<file path="config.mk">
export PLATFORM = sky130hd
export DESIGN_NAME = keypad_scanner
export DESIGN_NICKNAME = d
export VERILOG_FILES = /design/src/rtl/keypad_pkg.sv /design/src/rtl/sync_2ff.sv /design/src/rtl/keypad_scanner.sv
export SDC_FILE = /design/constraint.sdc
export NUM_CORES = 1
export LEC_CHECK = 0
export BUFFER_PORTS_ARGS = -buffer_cell sky130_fd_sc_hd__buf_2
export CAP_MARGIN = 20
export CELL_PAD_IN_SITES_DETAIL_PLACEMENT = 0
export CELL_PAD_IN_SITES_GLOBAL_PLACEMENT = 2
export CORE_MARGIN = 1.5
export CORE_UTILIZATION = 40
export CTS_BUF_LIST = sky130_fd_sc_hd__clkbuf_2
export DETAILED_ROUTE_END_ITERATION = 12
export PLACE_DENSITY_LB_ADDON = 0.15
export SETUP_SLACK_MARGIN = 0.2
export SYNTH_ARGS = -nofsm -noshare
export SYNTH_HDL_FRONTEND = slang
export SYNTH_HIERARCHICAL = 1
export SYNTH_SLANG_ARGS = --single-unit
</file>
<file path="constraint.sdc">
create_clock -name clock -period 3.8 [get_ports clock]
set_input_delay 0.38 -clock clock [delete_from_list [all_inputs] [get_ports clock]]
set_output_delay 0.38 -clock clock [all_outputs]
set_load 0.02 [all_outputs]
</file>
<file path="src/rtl/keypad_pkg.sv">
// Shared types and constants for the 4x4 keypad scanner.
// Holds the scanner state encoding, the idle row pattern and small decode helpers.
package keypad_pkg;

    typedef enum logic [1:0] {
        ST_SCAN     = 2'd0,
        ST_DEBOUNCE = 2'd1,
        ST_HELD     = 2'd2,
        ST_RELEASE  = 2'd3
    } keypad_state_e;

    localparam logic [3:0] KEYS_IDLE               = 4'b1111;
    localparam int         SCAN_DIV_DEFAULT        = 1000;
    localparam int         DEBOUNCE_CYCLES_DEFAULT = 20000;

    // Active-low one-hot column drive for a column index.
    function automatic logic [3:0] col_decode(input logic [1:0] idx);
        logic [3:0] cols;
        cols      = 4'b1111;
        cols[idx] = 1'b0;
        return cols;
    endfunction

    // True when exactly one row line is pulled low (a clean single-key press).
    function automatic logic single_zero(input logic [3:0] rows);
        logic result;
        case (rows)
            4'b1110, 4'b1101, 4'b1011, 4'b0111: result = 1'b1;
            default:                            result = 1'b0;
        endcase
        return result;
    endfunction

endpackage

</file>
<file path="src/rtl/sync_2ff.sv">
// Two-flop synchronizer for a bus of independent asynchronous lines.
// Reset value is configurable so idle lines do not look active after reset.
module sync_2ff #(
    parameter int               WIDTH     = 4,
    parameter logic [WIDTH-1:0] RESET_VAL = '1
) (
    input  logic             clk_i,
    input  logic             rst_i,
    input  logic [WIDTH-1:0] d_i,
    output logic [WIDTH-1:0] q_o
);

    logic [WIDTH-1:0] meta_q;
    logic [WIDTH-1:0] sync_q;

    always_ff @(posedge clk_i or posedge rst_i) begin
        if (rst_i) begin
            meta_q <= RESET_VAL;
            sync_q <= RESET_VAL;
        end else begin
            meta_q <= d_i;
            sync_q <= meta_q;
        end
    end

    assign q_o = sync_q;

endmodule

</file>
<file path="src/rtl/keypad_scanner.sv">
// Column-scanning 4x4 keypad front end with press/release debouncing.
// Scans columns until a row goes low, debounces it, then holds the column until release.
module keypad_scanner
    import keypad_pkg::*;
#(
    parameter int SCAN_DIV        = SCAN_DIV_DEFAULT,
    parameter int DEBOUNCE_CYCLES = DEBOUNCE_CYCLES_DEFAULT
) (
    input  logic          clock,
    input  logic          reset,
    input  logic [3:0]    rows_n,
    output logic [3:0]    col_n,
    output logic [1:0]    counter,
    output logic [3:0]    keyboard,
    output logic          key_valid,
    output logic          key_held,
    output keypad_state_e state_dbg
);

    localparam int                  DWELL_W    = $clog2(SCAN_DIV);
    localparam int                  STAB_W     = $clog2(DEBOUNCE_CYCLES + 1);
    localparam logic [DWELL_W-1:0]  DWELL_LAST = DWELL_W'(SCAN_DIV - 1);
    localparam logic [STAB_W-1:0]   STAB_DONE  = STAB_W'(DEBOUNCE_CYCLES);

    keypad_state_e        state_q;
    logic [1:0]           counter_q;
    logic [3:0]           col_n_q;
    logic [3:0]           keyboard_q;
    logic                 key_valid_q;
    logic                 key_held_q;
    logic [DWELL_W-1:0]   dwell_q;
    logic [STAB_W-1:0]    stab_q;
    logic [3:0]           cand_q;

    logic [3:0]           rows_s;
    logic                 rows_idle;
    logic [1:0]           counter_inc;
    logic [STAB_W-1:0]    stab_inc;
    logic                 stab_hit;

    sync_2ff #(
        .WIDTH     (4),
        .RESET_VAL (KEYS_IDLE)
    ) u_rows_sync (
        .clk_i (clock),
        .rst_i (reset),
        .d_i   (rows_n),
        .q_o   (rows_s)
    );

    assign rows_idle   = (rows_s == KEYS_IDLE);
    assign counter_inc = counter_q + 2'd1;
    // Saturating increment: the stability count never wraps back into range.
    assign stab_inc    = (stab_q == STAB_DONE) ? stab_q : stab_q + STAB_W'(1);
    assign stab_hit    = (stab_inc == STAB_DONE);

    always_ff @(posedge clock or posedge reset) begin
        if (reset) begin
            state_q     <= ST_SCAN;
            counter_q   <= 2'd0;
            col_n_q     <= 4'b1110;
            keyboard_q  <= KEYS_IDLE;
            key_valid_q <= 1'b0;
            key_held_q  <= 1'b0;
            dwell_q     <= '0;
            stab_q      <= '0;
            cand_q      <= KEYS_IDLE;
        end else begin
            key_valid_q <= 1'b0;
            case (state_q)
                ST_SCAN: begin
                    if (dwell_q == DWELL_LAST) begin
                        dwell_q <= '0;
                        if (rows_idle) begin
                            counter_q <= counter_inc;
                            col_n_q   <= col_decode(counter_inc);
                        end else begin
                            state_q <= ST_DEBOUNCE;
                            cand_q  <= rows_s;
                            stab_q  <= '0;
                        end
                    end else begin
                        dwell_q <= dwell_q + DWELL_W'(1);
                    end
                end

                ST_DEBOUNCE: begin
                    if (rows_s == cand_q) begin
                        stab_q <= stab_inc;
                        if (stab_hit) begin
                            state_q <= ST_HELD;
                            // Multi-key (ghosting) patterns freeze the scan but are never reported.
                            if (single_zero(cand_q)) begin
                                keyboard_q  <= cand_q;
                                key_valid_q <= 1'b1;
                                key_held_q  <= 1'b1;
                            end else begin
                                keyboard_q  <= KEYS_IDLE;
                                key_held_q  <= 1'b0;
                            end
                        end
                    end else begin
                        state_q   <= ST_SCAN;
                        stab_q    <= '0;
                        dwell_q   <= '0;
                        counter_q <= counter_inc;
                        col_n_q   <= col_decode(counter_inc);
                    end
                end

                ST_HELD: begin
                    if (rows_idle) begin
                        state_q <= ST_RELEASE;
                        stab_q  <= '0;
                    end
                end

                ST_RELEASE: begin
                    if (!rows_idle) begin
                        state_q <= ST_HELD;
                        stab_q  <= '0;
                    end else begin
                        stab_q <= stab_inc;
                        if (stab_hit) begin
                            state_q    <= ST_SCAN;
                            stab_q     <= '0;
                            dwell_q    <= '0;
                            counter_q  <= counter_inc;
                            col_n_q    <= col_decode(counter_inc);
                            keyboard_q <= KEYS_IDLE;
                            key_held_q <= 1'b0;
                        end
                    end
                end

                default: begin
                    state_q <= ST_SCAN;
                end
            endcase
        end
    end

    assign col_n     = col_n_q;
    assign counter   = counter_q;
    assign keyboard  = keyboard_q;
    assign key_valid = key_valid_q;
    assign key_held  = key_held_q;
    assign state_dbg = state_q;

endmodule

</file>
==> results.yml <==
status:
  status: "finished, final reports clean"
placement:
  dpl.hpwl_mm: 4.370
  portBuffers: 19
  place_congestion: 0.7999
  dp.cells: 415
worst_setup_path:
  cp_slowest_cell: "nor4_1"
  endpoint: "keyboard[0]$_DFFE_PP1P_"
  critPathBufInv: 0
  worst-path-stages: 8
  crit_family: "simple AND/OR/NAND/NOR gates"
  crit_required_ns: 4.18
  start_kind: "flip-flop"
  crit_path_end_kind: "flip-flop"
  max_stage_delay_ns: 0.55
  rrSetupSlack_ns: 0.70
  path_max_fanout: 9
  r2r_start: "stab_q[0]$_DFFE_PP0P_"
  arrival_ns: 3.48
  crit_chain: "ha_1 -> and3_2 -> a311o_1 -> o211a_1 -> nor4_1 -> nand2_2 -> nor3b_1 -> o32a_1"
  r2r_cells: 8
  rr_endpoint: "keyboard[0]$_DFFE_PP1P_"
  worstSetupPathType: "reg2reg"
  cp-startpoint: "stab_q[0]$_DFFE_PP0P_"
global_route:
  grt_max_degree: 44
  grt.overflow.total: 0
  grt_use_total_pct: 17.42
  antenna_found_initial: 0
  grt_pass1_wl_mm: 10.71
  grt_pass1_vias: 2198
yosys:
  syn_nets: 328
  ys.flop_type: "dfrtp_1"
  syn_inst: 310
  syn_area_um2: 2970
  synth_area_per_cell_um2: 9.582
  synth-async-reset-ratio_pct: 100.0
  synth_edf_count: 0
  ys_warn_count: 6
  ys_seq_elements: 51
  yosysUniqueCellTypes: 64
  ys_seq_area_share_pct: 43.77
finish:
  fin_util_pct: 44.19
  seq_area_um2: 1300
  diodes: 0
  multi_input_area_um2: 1483
  nNetsFinal: 345
  syn_to_final_growth_pct: 7.329
  layout_common_cells: "nand2_1, dfrtp_1, nand3_1"
  drive_gt1_share_pct: 20.43
  layout.cells.non_filler: 427
  fillCellCount: 727
timing:
  finalHoldViolations: 0
  whs_ns: 0.09529
  finalCriticalPeriod_ns: 3.096
  timing.clock.skew_ns: 0.02390
  drv_slew: 0
  tns_ns: 0
  rsz0062_at_grt: "false"
  fin_crit_sh_pct: 81.47
  max_freq_mhz: 323.0
  tightest_slew_ns: 0.9260
  setup_violations: 0
  slew-limit-headroom_pct: 38.17
cts:
  cts_buffer_depth: 2
  clock-root-buffer: "clkbuf_2"
  clock_latency_ns: 0.44
  cts_buffers: 5
  cts-htree-levels: 2
  cts_resized: 0
  clk_pin_slew_ns: 0.24
  cts_tree: "done"
  clock-sinks: 51
route:
  drt_first_pass_iters: 4
  drc: 0
  wire_per_inst_um: 14.56
  vias: 2329
  drt-total-wl_mm: 6.217
  avgViaCountPerCell: 5.454
  drt_iter0_drc: 122
  antenna_left: 0
die:
  dieHeight_um: 89.18
  io_pins: 20
  die-width_um: 89.18
  rows: 31
  coreArea_um2: 7214
  die_area_um2: 7952
  initial_utilization_pct: 41.17
pwr:
  power_w: 0.0007891
  peakVddDrop_uv: 150.3
  p_per_area_nw_per_um2: 247.5
  leakagePower_nw: 1.446
hold_path:
  min_path_type: "in2async"
run:
  cap_violations: 0
[logic make-up (layout without fill, tap and decap cells)]
group,Yosys count,in the layout,synth area share (%)
flip-flops,51,51,43.77
buffers and inverters,39,57,6.318
adder cells (fa/ha/maj),12,12,5.055
AO/OA/AOI/OAI,68,68,16.55
AND/OR/NAND/NOR,122,122,22.24
XOR/XNOR,5,5,1.475
multiplexers,13,13,4.591
[layer usage]
metal  share of wire (%)  vias up  wire, um  track usage, %
met5                   0        -         0               0
met4                 1.4        0        89           5.874
met3                 2.6        8       160           2.770
met2                  48       39      2966           28.57
met1                  48     1122      3000           23.49
li1                    -     1160         -               -
[layout make-up]
class	count	share of cell area, %
multi-input cells	220	46.51
repair buffers	26	4.945
clock inverters	2	0.2355
flip-flops and latches	51	40.78
well taps	99	3.885
inverters	23	2.708
clock buffers	6	0.9419
[cells in the mapped netlist, types with 3 or more instances]
library cell	count	area share, %
nor3_1	10	1.7
o31ai_1	9	2.3
nor4_1	3	0.63
nand4_1	7	1.5
o21ai_0	13	2.2
buf_2	5	0.84
xor2_1	3	0.88
dfrtp_1	32	27
dfstp_2	19	17
or3_1	4	0.84
and3_1	7	1.5
inv_1	23	2.9
o32a_1	4	1.3
a31oi_1	6	1.3
a21o_1	8	2.0
nand2_1	32	4.0
mux2_2	5	1.9
mux2i_1	8	2.7
clkbuf_1	4	0.51
nand3_1	23	3.9
nand2b_1	4	0.84
ha_1	12	5.1
a21oi_1	7	1.2
nor2_1	11	1.4
[flip-flops by register name, indices dropped and copies added (netlist names), 4 cells and up]
signal,flops
cand_q,4
u_rows_sync/q_o,4
keyboard,4
stab_q,15
col_n,4
u_rows_sync/meta_q,4
dwell_q,10
[where the power goes]
part	total [W]	switching [W]	internal, W
Clock	0.000214	0.000169	0.0000442
Combinational	0.0000197	0.0000132	0.00000642
Sequential	0.000556	0.00000317	0.000553
Total	0.000789	0.000186	0.000603
[through the flow]
stage          area, um2  setup WS (ns)
2_1_floorplan       2970          1.016
3_3_place_gp        3110         0.8496
3_5_place_dp        3110         0.7710
4_1_cts             3188         0.6951
5_1_grt             3188         0.5218
6_report            3188         0.7042
[how the worst min path moves through the flow]
stage / cells past startpoint / slack, ns / end
after floorplan: 0 / 0.35 / u_rows_sync/q_o[0]$_DFF_PP1_
after global placement: 0 / 0.35 / u_rows_sync/q_o[0]$_DFF_PP1_
after detailed placement: 0 / 0.35 / u_rows_sync/q_o[2]$_DFF_PP1_
after CTS: 2 / 0.08 / u_rows_sync/meta_q[0]$_DFF_PP1_
after global routing: 2 / 0.13 / u_rows_sync/q_o[1]$_DFF_PP1_
final: 2 / 0.1 / u_rows_sync/q_o[3]$_DFF_PP1_
[timing repair]
action / CTS / global route
endpoints found under the hold margin: 4 / 0
setup buffers: 0 / 0
hold buffers: 4 / 0
No activity file was read; power rests on OpenSTA's default activity.
